[config.mk]
export PLATFORM = sky130hd
export DESIGN_NAME = relu_maxpool2_stream
export DESIGN_NICKNAME = d
export VERILOG_FILES = /design/src/rtl/relu_maxpool2_stream.sv
export SDC_FILE = /design/constraint.sdc
export NUM_CORES = 1
export LEC_CHECK = 0
export BUFFER_PORTS_ARGS = -buffer_cell sky130_fd_sc_hd__clkbuf_2
export CAP_MARGIN = 10
export CORE_ASPECT_RATIO = 1.5
export CORE_MARGIN = 1
export CORE_UTILIZATION = 55
export DETAILED_ROUTE_END_ITERATION = 6
export GPL_TIMING_DRIVEN = 1
export PLACE_DENSITY = 0.75
export SLEW_MARGIN = 40
export SYNTH_ARGS = -nofsm -noshare
export SYNTH_HDL_FRONTEND = slang
export SYNTH_SLANG_ARGS = --single-unit
[constraint.sdc]
create_clock -name clk -period 11.9 [get_ports clk]
set_input_delay 2.38 -clock clk [delete_from_list [all_inputs] [get_ports clk]]
set_output_delay 2.38 -clock clk [all_outputs]
set_load 0.02 [all_outputs]
[src/rtl/relu_maxpool2_stream.sv]
// relu_maxpool2_stream: streaming ReLU followed by a 2x2 / stride-2 max-pool.
// Consumes one signed conv sample per valid_in in raster order and emits one
// saturated, non-negative pooled value per completed 2x2 window.
// Optional build macro RELU_MAXPOOL_SAT_FLAG_EN adds a sticky sat_flag output
// that records clipping within the current frame.
module relu_maxpool2_stream #(
  parameter int IN_W  = 14,
  parameter int OUT_W = 12,
  parameter int MAP_W = 8,
  parameter int MAP_H = 8
) (
  input  logic                    clk,
  input  logic                    rst,
  input  logic                    valid_in,
  input  logic signed [IN_W-1:0]  data_in,
  output logic                    valid_out,
  output logic signed [OUT_W-1:0] data_out,
`ifdef RELU_MAXPOOL_SAT_FLAG_EN
  output logic                    sat_flag,
`endif
  output logic                    frame_done
);

  // After ReLU the sign bit is always zero, so magnitudes are carried in IN_W-1 bits.
  localparam int RW   = IN_W - 1;
  localparam int CW   = (MAP_W > 2) ? $clog2(MAP_W) : 1;
  localparam int HW   = (MAP_H > 2) ? $clog2(MAP_H) : 1;
  localparam int LB_N = MAP_W / 2;
  localparam int LBW  = (LB_N > 1) ? $clog2(LB_N) : 1;
  localparam logic [RW-1:0] MAX_OUT = RW'((64'd1 << (OUT_W - 1)) - 64'd1);

  // Unsigned maximum of two post-ReLU magnitudes.
  function automatic logic [RW-1:0] umax(input logic [RW-1:0] a, input logic [RW-1:0] b);
    return (a > b) ? a : b;
  endfunction

  logic [CW-1:0]  col_cnt_r;
  logic [HW-1:0]  row_cnt_r;
  logic [RW-1:0]  pair_r;
  logic [RW-1:0]  line_buf_r [LB_N];

  logic [RW-1:0]  relu_s;
  logic [RW-1:0]  hmax_s;
  logic [RW-1:0]  pooled_s;
  logic [LBW-1:0] lb_idx_s;
  logic           col_last_s;
  logic           row_last_s;
  logic           win_done_s;
  logic           sat_s;

  // Datapath: ReLU, horizontal/vertical maxima and window-completion decode.
  always_comb begin
    relu_s     = {RW{1'b0}};
    hmax_s     = {RW{1'b0}};
    pooled_s   = {RW{1'b0}};
    lb_idx_s   = LBW'(col_cnt_r >> 1);
    col_last_s = (col_cnt_r == CW'(MAP_W - 1));
    row_last_s = (row_cnt_r == HW'(MAP_H - 1));
    win_done_s = valid_in & col_cnt_r[0] & row_cnt_r[0];
    if (data_in[IN_W-1]) begin
      relu_s = {RW{1'b0}};
    end else begin
      relu_s = data_in[RW-1:0];
    end
    hmax_s   = umax(pair_r, relu_s);
    pooled_s = umax(line_buf_r[lb_idx_s], hmax_s);
    sat_s    = (pooled_s > MAX_OUT);
  end

  // Raster position counters; both advance only on accepted samples.
  always_ff @(posedge clk or posedge rst) begin
    if (rst) begin
      col_cnt_r <= {CW{1'b0}};
      row_cnt_r <= {HW{1'b0}};
    end else if (valid_in) begin
      if (col_last_s) begin
        col_cnt_r <= {CW{1'b0}};
        if (row_last_s) begin
          row_cnt_r <= {HW{1'b0}};
        end else begin
          row_cnt_r <= row_cnt_r + HW'(1);
        end
      end else begin
        col_cnt_r <= col_cnt_r + CW'(1);
      end
    end
  end

  // Even column: hold the rectified sample for the horizontal pair.
  always_ff @(posedge clk or posedge rst) begin
    if (rst) begin
      pair_r <= {RW{1'b0}};
    end else if (valid_in && !col_cnt_r[0]) begin
      pair_r <= relu_s;
    end
  end

  // Even row, odd column: park the horizontal max until the odd row arrives.
  // Reads happen only on odd rows, so an entry is never read and written together.
  always_ff @(posedge clk or posedge rst) begin
    if (rst) begin
      for (int i = 0; i < LB_N; i++) begin
        line_buf_r[i] <= {RW{1'b0}};
      end
    end else if (valid_in && col_cnt_r[0] && !row_cnt_r[0]) begin
      line_buf_r[lb_idx_s] <= hmax_s;
    end
  end

  // Registered outputs: one strobe per completed window, data held between strobes.
  always_ff @(posedge clk or posedge rst) begin
    if (rst) begin
      valid_out  <= 1'b0;
      data_out   <= {OUT_W{1'b0}};
      frame_done <= 1'b0;
    end else begin
      valid_out  <= win_done_s;
      frame_done <= win_done_s & col_last_s & row_last_s;
      if (win_done_s) begin
        data_out <= sat_s ? OUT_W'(MAX_OUT) : OUT_W'(pooled_s);
      end
    end
  end

`ifdef RELU_MAXPOOL_SAT_FLAG_EN
  // Sticky clip indicator; cleared by the first pixel of a frame, a clip in the same cycle wins.
  always_ff @(posedge clk or posedge rst) begin
    if (rst) begin
      sat_flag <= 1'b0;
    end else if (win_done_s && sat_s) begin
      sat_flag <= 1'b1;
    end else if (valid_in && (col_cnt_r == {CW{1'b0}}) && (row_cnt_r == {HW{1'b0}})) begin
      sat_flag <= 1'b0;
    end
  end
`endif

endmodule

## After elaboration in Yosys (flattened, before gate mapping)

Index checks and enable logic that the tools add are counted.

- Multiplexer cells: 12
- Bitwise operators: 5
- Shift operators: 0
- Eq/ne operators: 2
- Divide/modulo/power cells: 0
- Order comparisons: 5
- Reductions and logical operators: 7
- $mul: 0
- Add/sub/neg operators: 2

Operator list:

| cell | number |
|---|---|
| 13-bit 2-to-1 mux | 6 |
| 52-bit bitwise mux | 1 |
| 13-bit binary-select mux with 2-bit select | 1 |
| 13-bit demux with 2-bit select | 1 |
| 13-bit > comparator | 2 |
| 13-bit by 11-bit > comparator with 1-bit output, second input constant | 1 |
| 12-bit 2-to-1 mux | 1 |
| 3-bit by 1-bit adder with 3-bit output, second input constant | 2 |
| 3-bit equality test, second input constant | 2 |
| 3-bit 2-to-1 mux | 2 |
| 1-bit bitwise AND | 4 |
| 1-bit logical AND | 4 |
| 3-bit greater-or-equal comparator, second input constant | 1 |
| 3-bit by 1-bit < comparator with 1-bit output, second input constant | 1 |
| 2-bit NOT with 3-bit output | 1 |
| 1-bit logical NOT | 2 |
| 2-bit AND reduction | 1 |

- Latch bits: 0
- Bits in writable memories: 0
- Logic and storage cells: 43
- Register bits: 85
- Memories: 0
- ROM bits: 0

## Logic depth before layout (Yosys ltp)

- Word-level depth: 8
- Mapped depth: 20

## Least setup slack after synthesis

OpenSTA, ideal clock, no wires.

- Path kind: input -> register
- From: input port data_in[13]
- To: register data_out[6]
- Path buffers: 4
- Data required time: 11749 ps
- Setup slack: 5205 ps
- Data arrival time: 6544 ps
- Cell stages on the path: 20
- Cells stage by stage: inv_1 clkbuf_1 nand2_1 ha_1 nand4_2 or4_1 and3_1 buf_6 buf_6 a41o_1 or2_4 inv_1 ha_1 a21oi_1 a21boi_0 o31a_1 or2_2 o31ai_1 clkbuf_1 a41oi_1

- Cells in the longest elaborated chain, start to end: 7

RTL lines:

| what | line | source |
|---|---|---|
| start, declared | 15 | `input logic signed [IN_W-1:0] data_in,` |
| 13-bit 2-to-1 mux * | 60 | `if (data_in[IN_W-1]) begin` |
| 13-bit > comparator | 34 | `return (a > b) ? a : b;` |
| 13-bit 2-to-1 mux * | 34 |  |
| 13-bit > comparator | 34 |  |
| 13-bit 2-to-1 mux * | 34 |  |
| 13-bit by 11-bit > comparator with 1-bit output | 67 | `sat_s = (pooled_s > MAX_OUT);` |
| 12-bit 2-to-1 mux * | 120 | `data_out <= sat_s ? OUT_W'(MAX_OUT) : OUT_W'(pooled_s);` |
| end signal, assigned | 114 | `data_out <= {OUT_W{1'b0}};` |
| end signal, assigned | 120 |  |
| end, declared | 17 | `output logic signed [OUT_W-1:0] data_out,` |

Every way passes the cells marked *; elsewhere a longest branch is shown, timed or not.
A chain may end at the register's enable or synchronous reset.

## Worst setup path after layout

- From: input port data_in[13]
- To: register data_out[3]

The elaborated chain is that of the path after synthesis.

==> metrics.txt <==
number of synthesized flops with an enable pin=0; most common cell after layout, fill and taps aside=dfrtp_1; Setup crit end kind=register; vias in the first global route=between 3000 and 4000; Max Used Layer=met4; TNS Setup=0 ps; Core ar.=8520 um2; Fillers=677; full die area=9320 um2; sequential power share=29.8%; syn nets=508; wire length per cell=18.1 um; Post-CTS Setup Bufs=0; Clk Tree Root Cell=clkbuf_16; Initial DRC Count=around 230; DR WL met3=~390 um; CP Max Fanout=23; Top FF cell, synth=dfrtp_1; Metal-1 WL=4420 um; Period minus WS final=roughly 7500 ps; design area=roughly 5400 um2; Worst Hold Class=register to register; post-CTS sizing=0; register bit total from synthesis=85; first-pass GRT wire length=around 18000 um; Die Span X=79.2 um; outcome=finished, final reports clean; crit path DAT=7670 ps; unrepaired setup endpoints after global routing=false; TritonCTS clock tree=done; Rows=41; Final Wtd Congestion=around 0.86; Mapped Cells=between 400 and 500; detailed placer's ending HPWL=between 7000 and 8000 um; sequential fraction of the synthesis area=43.3%; DR pass1 iterations=4; WHS=490 ps; final-stage net count=522; Pleak=0.00255 uW; Final ANT Viol Nets=0; Async S/R FF share, synth=100%; via count=3613; maximum clock frequency=about 130 MHz; pwr/cell area=307 nW/um2; Comb pwr share=a little over half; maxcap violations=0; Antenna Diode Count=0; measured slew at the worst slew-check pin=approximately 790 ps; gr usage total=25.3%; clk_skew=7.25 ps; worst vdd ir=0.171 mV; DRC viols=0; CP Class=input port to register; Area Growth Syn to Fin=10.6%; metal2 WL=roughly 5400 um; # port buffers=30; Synth cell types=41; most frequent cells in the layout=dfrtp_1, nand2_1, nor2_1; Yosys top cell by area=dfrtp_1; required time of the worst setup path=12060 ps; Vias/cell=6.16; Rel. slew slack=around 47%; top cells by area, synth=dfrtp_1, mux2_2, ha_1, mux4_2, nand2_1; Mean Syn Cell Area=10.7 um2; initial antenna violation count=0; Initial Util=57.7%; layout cells sized above 1=26.7%; grt ovf=0; maximum clock path buffer count=2; count of pins over their slew limit=0; CTS HTree Levels=3; area share of the largest cell type after synthesis=43.3%; P_int=972 uW; Final Util=63.8%; worst skew pair latency=340 ps; Final setup violation count=0; largest net degree at the start of global routing=86; CTS buffer count=9; Die Y=118 um; final worst path period share=63.1%; net switching power=694 uW; YS warnings=0; Detailed Route WL=approximately 11000 um; post-synthesis cell area=4910 um2; Net Sw Frac=41.6%; hold buffer count at CTS=0; startpoint types=input port; CTS clk-pin slew, worst paths=approximately 60 ps; Cell Area, Placed=5120 um2; clock share of power=17.9%; Hold Vio Cnt, Final=0; CTS sink count=85; I/O pin count=31
-- per-layer routing --
layer	track usage, %	vias up
li1	-	1714
met1	31.1	1787
met2	41.8	90
met3	2.95	22
met4	15.3	0
met5	0	-
-- registers in the layout, indices dropped and copies added, names as in the netlist --
register    flops
frame_done      1
data_out       12
row_cnt_r       3
pair_r         13
line_buf_r     52
valid_out       1
col_cnt_r       3
-- path summary, 6_finish.rpt --
path | start | end | slack (ps) | cells past startpoint
setup / recovery | data_in[13] | data_out[3] | 4390 | 17
hold / removal | line_buf_r[26] | line_buf_r[26] | 490 | 2
setup reg to reg | pair_r[12] | data_out[3] | 6850 | 14
hold reg to reg | line_buf_r[26] | line_buf_r[26] | 490 | 2
max in group asynchronous | rst | pair_r[5] | 9210 | 3
min in group asynchronous | rst | valid_out | 2180 | 3
-- power by group through the flow --
| stage | Clock, uW | Sequential [uW] | Combinational (uW) |
|---|---|---|---|
| after floorplan | 0 | 474 | 661 |
| after global placement | 0 | 494 | 831 |
| after detailed placement | 0 | 501 | 863 |
| after CTS | 304 | 498 | 867 |
| after global routing | 315 | 516 | 961 |
| final | 299 | 497 | 871 |
-- cell type report --
| class | count | area, um2 | share of cell area (%) |
|---|---|---|---|
| well taps | 107 | 134 | 2.46 |
| flip-flops and latches | 85 | 2130 | 39.2 |
| multi-input cells | 326 | 2600 | 47.8 |
| inverters | 19 | 72.6 | 1.34 |
| clock buffers | 10 | 229 | 4.21 |
| repair buffers | 34 | 186 | 3.43 |
| clock inverters | 6 | 86.3 | 1.59 |
-- worst max-delay path, stage by stage --
cell	delay [ps]
clkbuf_2	90
inv_1	490
nand2_1	210
ha_1	380
nand4_2	190
or4_1	910
nor2_1	210
a41o_1	120
or2_1	220
inv_1	80
ha_1	300
nand4_1	140
nor3_1	320
o31a_1	470
o21a_1	460
o21bai_1	430
a41oi_1	260
-- kinds of logic (layout without fill, tap and decap cells) --
family          Yosys count  after routing  share of synthesized area [%]
mux                      62             62                           18.0
flops                    85             85                           43.3
buf+inv                  50             69                           4.23
compound gates          104            104                           14.5
simple gates            130            130                           12.4
fa+ha+maj                30             30                           7.64
-- metrics by stage --
stage | std cells | setup WS, ps | total power (uW)
6_report | 587 | 4390 | 1670
2_1_floorplan | 461 | 5200 | 1140
3_5_place_dp | 571 | 3930 | 1360
4_1_cts | 587 | 4320 | 1670
5_1_grt | 587 | 3850 | 1790
3_3_place_gp | 571 | 3970 | 1320
-- synth_stat cells (3+ instances only) --
master / number
buf_2: 4
ha_1: 30
clkbuf_1: 24
and3_1: 3
or2_1: 4
o21ai_0: 18
o31ai_1: 12
nor2_1: 43
nand2_1: 50
nand4_1: 3
a21oi_1: 25
or2_4: 8
a41oi_1: 11
mux2_4: 10
dfrtp_1: 85
inv_1: 19
a41o_1: 11
nand3_1: 4
o21a_1: 5
mux2_2: 39
mux4_2: 13
o211ai_1: 11
Power figures use the tool's default switching activity.
